## src/rtl/ram_loader.sv

```systemverilog
`timescale 1ns/1ps
// ram_loader: writes a framed image from the UART byte stream into RAM, holds the 6502 in reset, then hands the bus over.
// Latency: RAM write one cycle after byte acceptance; in RUN the CPU bus reaches RAM combinationally (zero latency).
// Backpressure: rx_ready high while framing (one byte/cycle sustained), low in HOLD/RUN/ERROR. Option: RAM_LOADER_CHECKSUM_EN.
module ram_loader #(
    parameter logic [7:0]  SYNC_BYTE = 8'hA5,
    parameter logic [23:0] TIMEOUT   = 24'd0,
    parameter int          RST_HOLD  = 4
) (
    input  logic        clk,
    input  logic        rst_n,
    input  logic [7:0]  rx_data,
    input  logic        rx_valid,
    output logic        rx_ready,
    input  logic [15:0] cpu_addr,
    input  logic [7:0]  cpu_dbw,
    input  logic        cpu_we,
    output logic [15:0] ram_addr,
    output logic [7:0]  ram_dbw,
    output logic        ram_we,
    output logic        cpu_rst_n,
    output logic        busy,
    output logic        error
);

    localparam logic [3:0] S_IDLE    = 4'd0;
    localparam logic [3:0] S_ADDR_LO = 4'd1;
    localparam logic [3:0] S_ADDR_HI = 4'd2;
    localparam logic [3:0] S_LEN_LO  = 4'd3;
    localparam logic [3:0] S_LEN_HI  = 4'd4;
    localparam logic [3:0] S_DATA    = 4'd5;
    localparam logic [3:0] S_CHECK   = 4'd6;
    localparam logic [3:0] S_HOLD    = 4'd7;
    localparam logic [3:0] S_RUN     = 4'd8;
`ifdef RAM_LOADER_CHECKSUM_EN
    localparam logic [3:0] S_ERROR   = 4'd9;
`endif
    localparam logic [3:0] HOLD_INIT = 4'(RST_HOLD - 1);

    logic [3:0]  state_q, state_d;
    logic [23:0] tmo_q, tmo_d;
    logic [15:0] ptr_q, ptr_d;
    logic [15:0] len_q, len_d;
    logic [3:0]  hold_q, hold_d;
    logic        wr_vld_q, wr_vld_d;
    logic [15:0] wr_addr_q, wr_addr_d;
    logic [7:0]  wr_dat_q, wr_dat_d;
    logic        rx_rdy;
    logic        rx_acc;
    logic        in_run;
    logic [3:0]  after_data;
`ifdef RAM_LOADER_CHECKSUM_EN
    logic [7:0]  sum_q, sum_d;
`endif

    assign in_run = (state_q == S_RUN);
    assign rx_rdy = (state_q <= S_CHECK);
    assign rx_acc = rx_valid & rx_rdy;

`ifdef RAM_LOADER_CHECKSUM_EN
    assign after_data = S_CHECK;
`else
    assign after_data = S_HOLD;
`endif

    always_comb begin
        state_d   = state_q;
        tmo_d     = tmo_q;
        ptr_d     = ptr_q;
        len_d     = len_q;
        wr_vld_d  = 1'b0;
        wr_addr_d = wr_addr_q;
        wr_dat_d  = wr_dat_q;
        // Hold counter reloads whenever we are not holding, so every HOLD entry path gets the full count
        hold_d    = (state_q == S_HOLD) ? hold_q : HOLD_INIT;
`ifdef RAM_LOADER_CHECKSUM_EN
        sum_d     = sum_q;
        if (state_q == S_IDLE) begin
            sum_d = 8'h00;
        end else if (rx_acc && state_q <= S_DATA) begin
            sum_d = sum_q + rx_data;
        end
`endif
        case (state_q)
            S_IDLE: begin
                tmo_d = tmo_q + 24'd1;
                if (rx_acc) begin
                    tmo_d = '0;
                    if (rx_data == SYNC_BYTE) begin
                        state_d = S_ADDR_LO;
                    end
                end else if (TIMEOUT != 24'd0 && tmo_d == TIMEOUT) begin
                    state_d = S_HOLD;
                end
            end
            S_ADDR_LO: begin
                if (rx_acc) begin
                    ptr_d[7:0] = rx_data;
                    state_d    = S_ADDR_HI;
                end
            end
            S_ADDR_HI: begin
                if (rx_acc) begin
                    ptr_d[15:8] = rx_data;
                    state_d     = S_LEN_LO;
                end
            end
            S_LEN_LO: begin
                if (rx_acc) begin
                    len_d[7:0] = rx_data;
                    state_d    = S_LEN_HI;
                end
            end
            S_LEN_HI: begin
                if (rx_acc) begin
                    len_d   = {rx_data, len_q[7:0]};
                    state_d = ({rx_data, len_q[7:0]} == 16'd0) ? after_data : S_DATA;
                end
            end
            S_DATA: begin
                if (rx_acc) begin
                    wr_vld_d  = 1'b1;
                    wr_addr_d = ptr_q;
                    wr_dat_d  = rx_data;
                    ptr_d     = ptr_q + 16'd1;
                    len_d     = len_q - 16'd1;
                    if (len_q == 16'd1) begin
                        state_d = after_data;
                    end
                end
            end
`ifdef RAM_LOADER_CHECKSUM_EN
            S_CHECK: begin
                if (rx_acc) begin
                    state_d = (8'(sum_q + rx_data) == 8'h00) ? S_HOLD : S_ERROR;
                end
            end
            S_ERROR: begin
                state_d = S_ERROR;
            end
`endif
            S_HOLD: begin
                if (hold_q == 4'd0) begin
                    state_d = S_RUN;
                end else begin
                    hold_d = hold_q - 4'd1;
                end
            end
            S_RUN: begin
                state_d = S_RUN;
            end
            default: begin
                state_d = S_IDLE;
            end
        endcase
    end

    always_ff @(posedge clk or negedge rst_n) begin
        if (!rst_n) begin
            state_q   <= S_IDLE;
            tmo_q     <= '0;
            ptr_q     <= '0;
            len_q     <= '0;
            hold_q    <= HOLD_INIT;
            wr_vld_q  <= 1'b0;
            wr_addr_q <= '0;
            wr_dat_q  <= '0;
`ifdef RAM_LOADER_CHECKSUM_EN
            sum_q     <= '0;
`endif
        end else begin
            state_q   <= state_d;
            tmo_q     <= tmo_d;
            ptr_q     <= ptr_d;
            len_q     <= len_d;
            hold_q    <= hold_d;
            wr_vld_q  <= wr_vld_d;
            wr_addr_q <= wr_addr_d;
            wr_dat_q  <= wr_dat_d;
`ifdef RAM_LOADER_CHECKSUM_EN
            sum_q     <= sum_d;
`endif
        end
    end

    // The CPU bus only reaches the RAM once running; before that cpu_we is fully masked
    assign ram_we    = in_run ? cpu_we   : wr_vld_q;
    assign ram_addr  = in_run ? cpu_addr : wr_addr_q;
    assign ram_dbw   = in_run ? cpu_dbw  : wr_dat_q;
    assign cpu_rst_n = in_run;
    assign rx_ready  = rx_rdy;
    assign busy      = (state_q >= S_ADDR_LO) && (state_q <= S_CHECK);
`ifdef RAM_LOADER_CHECKSUM_EN
    assign error     = (state_q == S_ERROR);
`else
    assign error     = 1'b0;
`endif

endmodule

```

## config.mk

```make
export PLATFORM = sky130hd
export DESIGN_NAME = ram_loader
export DESIGN_NICKNAME = d
export VERILOG_FILES = /design/src/rtl/ram_loader.sv
export SDC_FILE = /design/constraint.sdc
export NUM_CORES = 1
export LEC_CHECK = 0
export CAP_MARGIN = 25
export CORE_AREA = 2 2 102 104
export DETAILED_ROUTE_END_ITERATION = 16
export DIE_AREA = 0 0 104 106
export GPL_TIMING_DRIVEN = 0
export SLEW_MARGIN = 10
export SYNTH_ARGS = -nofsm -noshare
export SYNTH_HDL_FRONTEND = slang
export SYNTH_SLANG_ARGS = --single-unit
```

## constraint.sdc

```tcl
create_clock -name clk -period 4.1 [get_ports clk]
set_input_delay 0.82 -clock clk [delete_from_list [all_inputs] [get_ports clk]]
set_output_delay 0.82 -clock clk [all_outputs]
set_load 0.005 [all_outputs]
```

==> results.sh <==
export IMPL_yosysTopAreaCellShare=0.405
export IMPL_cts_buffer_depth=2
export IMPL_crit_type="flop to output port"
export IMPL_rsz0062_at_grt="false"
export IMPL_cts_buffers=9
export IMPL_area_delta_synth_final_pct=25.4
export IMPL_clk_pin_slew_ns=0.08
export IMPL_hp_class="primary input to async pin"
export IMPL_fp_dieH_um=106
export IMPL_grt_pass1_wl_um=17900
export IMPL_num_vias=3486
export IMPL_r2r_end="len_q[12]"
export IMPL_grtUsageTotal=0.201
export IMPL_core_um2=10000
export IMPL_worstReg2RegStart="len_q[2]"
export IMPL_layoutNonFillerInstCount=604
export IMPL_drcViolationCount=0
export IMPL_worstPathRequired_ns=3.28
export IMPL_pin_count=65
export IMPL_reg2reg_depth=5
export IMPL_setup_ws_ns=0.569
export IMPL_met3_usage=0.0411
export IMPL_max_stage_delay_ns=0.64
export IMPL_dr_pass1_iters=5
export IMPL_ys_seq_area_frac=0.418
export IMPL_post_cts_buffers=0
export IMPL_cpLargestDelayFamily="buffers and inverters"
export IMPL_die_w_um=104
export IMPL_p_leak_nw=1.93
export IMPL_hold_viol=0
export IMPL_power_mw=3.11
export IMPL_peakVddDrop_mv=0.217
export IMPL_yosysMostFrequentCell="dfrtp_1"
export IMPL_synth_edf_count=0
export IMPL_critPathMaxFanout=10
export IMPL_finalCritPeriodShare=0.861
export IMPL_nets=504
export IMPL_fmax_ghz=0.283
export IMPL_critPathBufInv=3
export IMPL_antenna_found_initial=0
export IMPL_syn_instance_count=389
export IMPL_slowest_stage="nor4b_4"
export IMPL_min_period_ns=3.53
export IMPL_cp_cell_sequence="clkbuf_2 > nor4b_4 > buf_2 > mux2_2 > clkdlybuf4s50_1"
export IMPL_finish_utilization=0.488
export IMPL_post_synth_num_cell_types=67
export IMPL_ys_top_cells_by_count="dfrtp_1, mux2_2, a21oi_1, nor2_1, o22a_1"
export IMPL_cts_tree="built"
export IMPL_clock_sinks=65
export IMPL_synth_fp_nets=430
export IMPL_wl_per_cell_um=17.4
export IMPL_pwr_density_cell_nw_per_um2=636
export IMPL_r2r_setup_slack_ns=1.90
export IMPL_grt_pass1_vias=3438
export IMPL_use_met2=0.315
export IMPL_clk_latency_ns=0.34
export IMPL_dp_hpwl_um=7600
export IMPL_arrival_ns=2.71
export IMPL_antenna_cells=0
export IMPL_setup_viol=0
export IMPL_start_util=0.390
export IMPL_worstMarginPinSlew_ns=0.932
export IMPL_grt_overflow=0
export IMPL_end_kind="output port"
export IMPL_dp_slack_ns=0.894
export IMPL_hold_buffers=0
export IMPL_dp_cells=588
export IMPL_ys_warn_count=0
export IMPL_ant_nets=0
export IMPL_grt_max_degree=34
export IMPL_relSlewSlack=0.373
export IMPL_start_kind="flop"
export IMPL_finClkSkew_ns=0.00949
export IMPL_cp_endpoint="ram_addr[6]"
export IMPL_synth_async_reset_ratio=1.00
export IMPL_synth_avg_cell_area_um2=10.0
export IMPL_root_buffer="clkbuf_8"
export IMPL_placedInstanceArea_um2=4700
export IMPL_port_buffers=62
export IMPL_cp_depth=5
export IMPL_detail_route_vias_per_cell=5.77
export IMPL_cts_htree_levels=3
export IMPL_fin_area_um2=4880
export IMPL_gp_congestion=0.876
export IMPL_placementRows=37
export IMPL_drive_gt1_frac=0.197
export IMPL_first_iter_violations=233
export IMPL_netlist_area_um2=3890
export IMPL_design_die_area_um2=11000
export IMPL_top_usage_layer="met2"
export IMPL_yosysTopAreaCell="dfrtp_1"
export IMPL_cap_violations=0
export IMPL_met1_usage=0.274
export IMPL_startpoint="state_q[2]"
export IMPL_synth_area_leaders="dfrtp_1, mux2_2, o22a_1, a21oi_1, nor2_1"
export IMPL_cts_repair_resized=0
export IMPL_fin_tns_setup_ns=0
export IMPL_ys_ff_latch=65
export IMPL_status="finished clean"
export IMPL_routed_wl_um=10500
export IMPL_slew_violations=0
export IMPL_synth_flop_cell="dfrtp_1"
export IMPL_hold_slack_ns=0.422
## per-layer routing
layer  routed length [µm]  up-vias
met5                    0        -
li1                     -     1636
met3                  699       14
met4                  163        0
met1                 4870     1697
met2                 4780      139
## kinds of logic (layout without fill, tap and decap cells)
family          Yosys count  count (layout)  share of synthesized area
compound gates          105             105                      0.187
xor+xnor                  4               4                    0.00900
fa+ha+maj                 5               5                     0.0161
buf+inv                  41             120                     0.0472
flops                    65              65                      0.418
mux                      48              48                      0.139
other cells               1               1                   0.000963
simple gates            120             120                      0.183
## state kept, by name, summed over array words and instances (netlist names)
signal and cells:
hold_q 4, ptr_q 16, wr_dat_q 8, wr_vld_q 1, state_q 4, len_q 16
wr_addr_q 16
## report_power, final
part           internal, mW  total (mW)  switching (mW)
Clock                 0.235       0.500           0.264
Sequential            0.928        1.19           0.258
Combinational         0.758        1.42           0.666
## worst min-delay path by stage
stage                          to  slack, ns
finish              wr_addr_q[10]       0.42
global route        wr_addr_q[12]       0.44
CTS                  wr_addr_q[6]       0.43
detailed placement  wr_addr_q[13]       0.47
global placement    wr_addr_q[13]       0.48
floorplan           wr_addr_q[13]       0.45
## placed cells by master, fill, tap and decap left out, types with 6 or more instances in the layout
cell	instances
o22a_1	19
nor3_1	8
o21ai_0	10
nor2_1	26
and3_1	6
a21oi_1	28
nand2_1	18
buf_2	14
a31oi_1	10
mux2_2	45
dfrtp_1	63
nand3_1	13
clkbuf_1	15
clkdlybuf4s50_1	61
clkbuf_8	10
inv_1	8
nand4_1	12
a41oi_1	6
## worst reg2reg max path, delay by kind of cell (launching register included)
kind	cells	cell delay, ns
buffers and inverters	1	0.13
flip-flops	1	0.37
AND/OR/NAND/NOR	2	1.21
AO/OA/AOI/OAI	2	0.38
## cell type report
class | count | area (µm²)
fill | 958 | 5110
multi-input combinational | 283 | 2080
sequential | 65 | 1630
timing repair buffer | 63 | 638
tap | 136 | 170
buffer | 33 | 154
clock buffer | 10 | 138
clock inverter | 6 | 43.8
inverter | 8 | 30.0
Power figures use the tool's default switching activity.
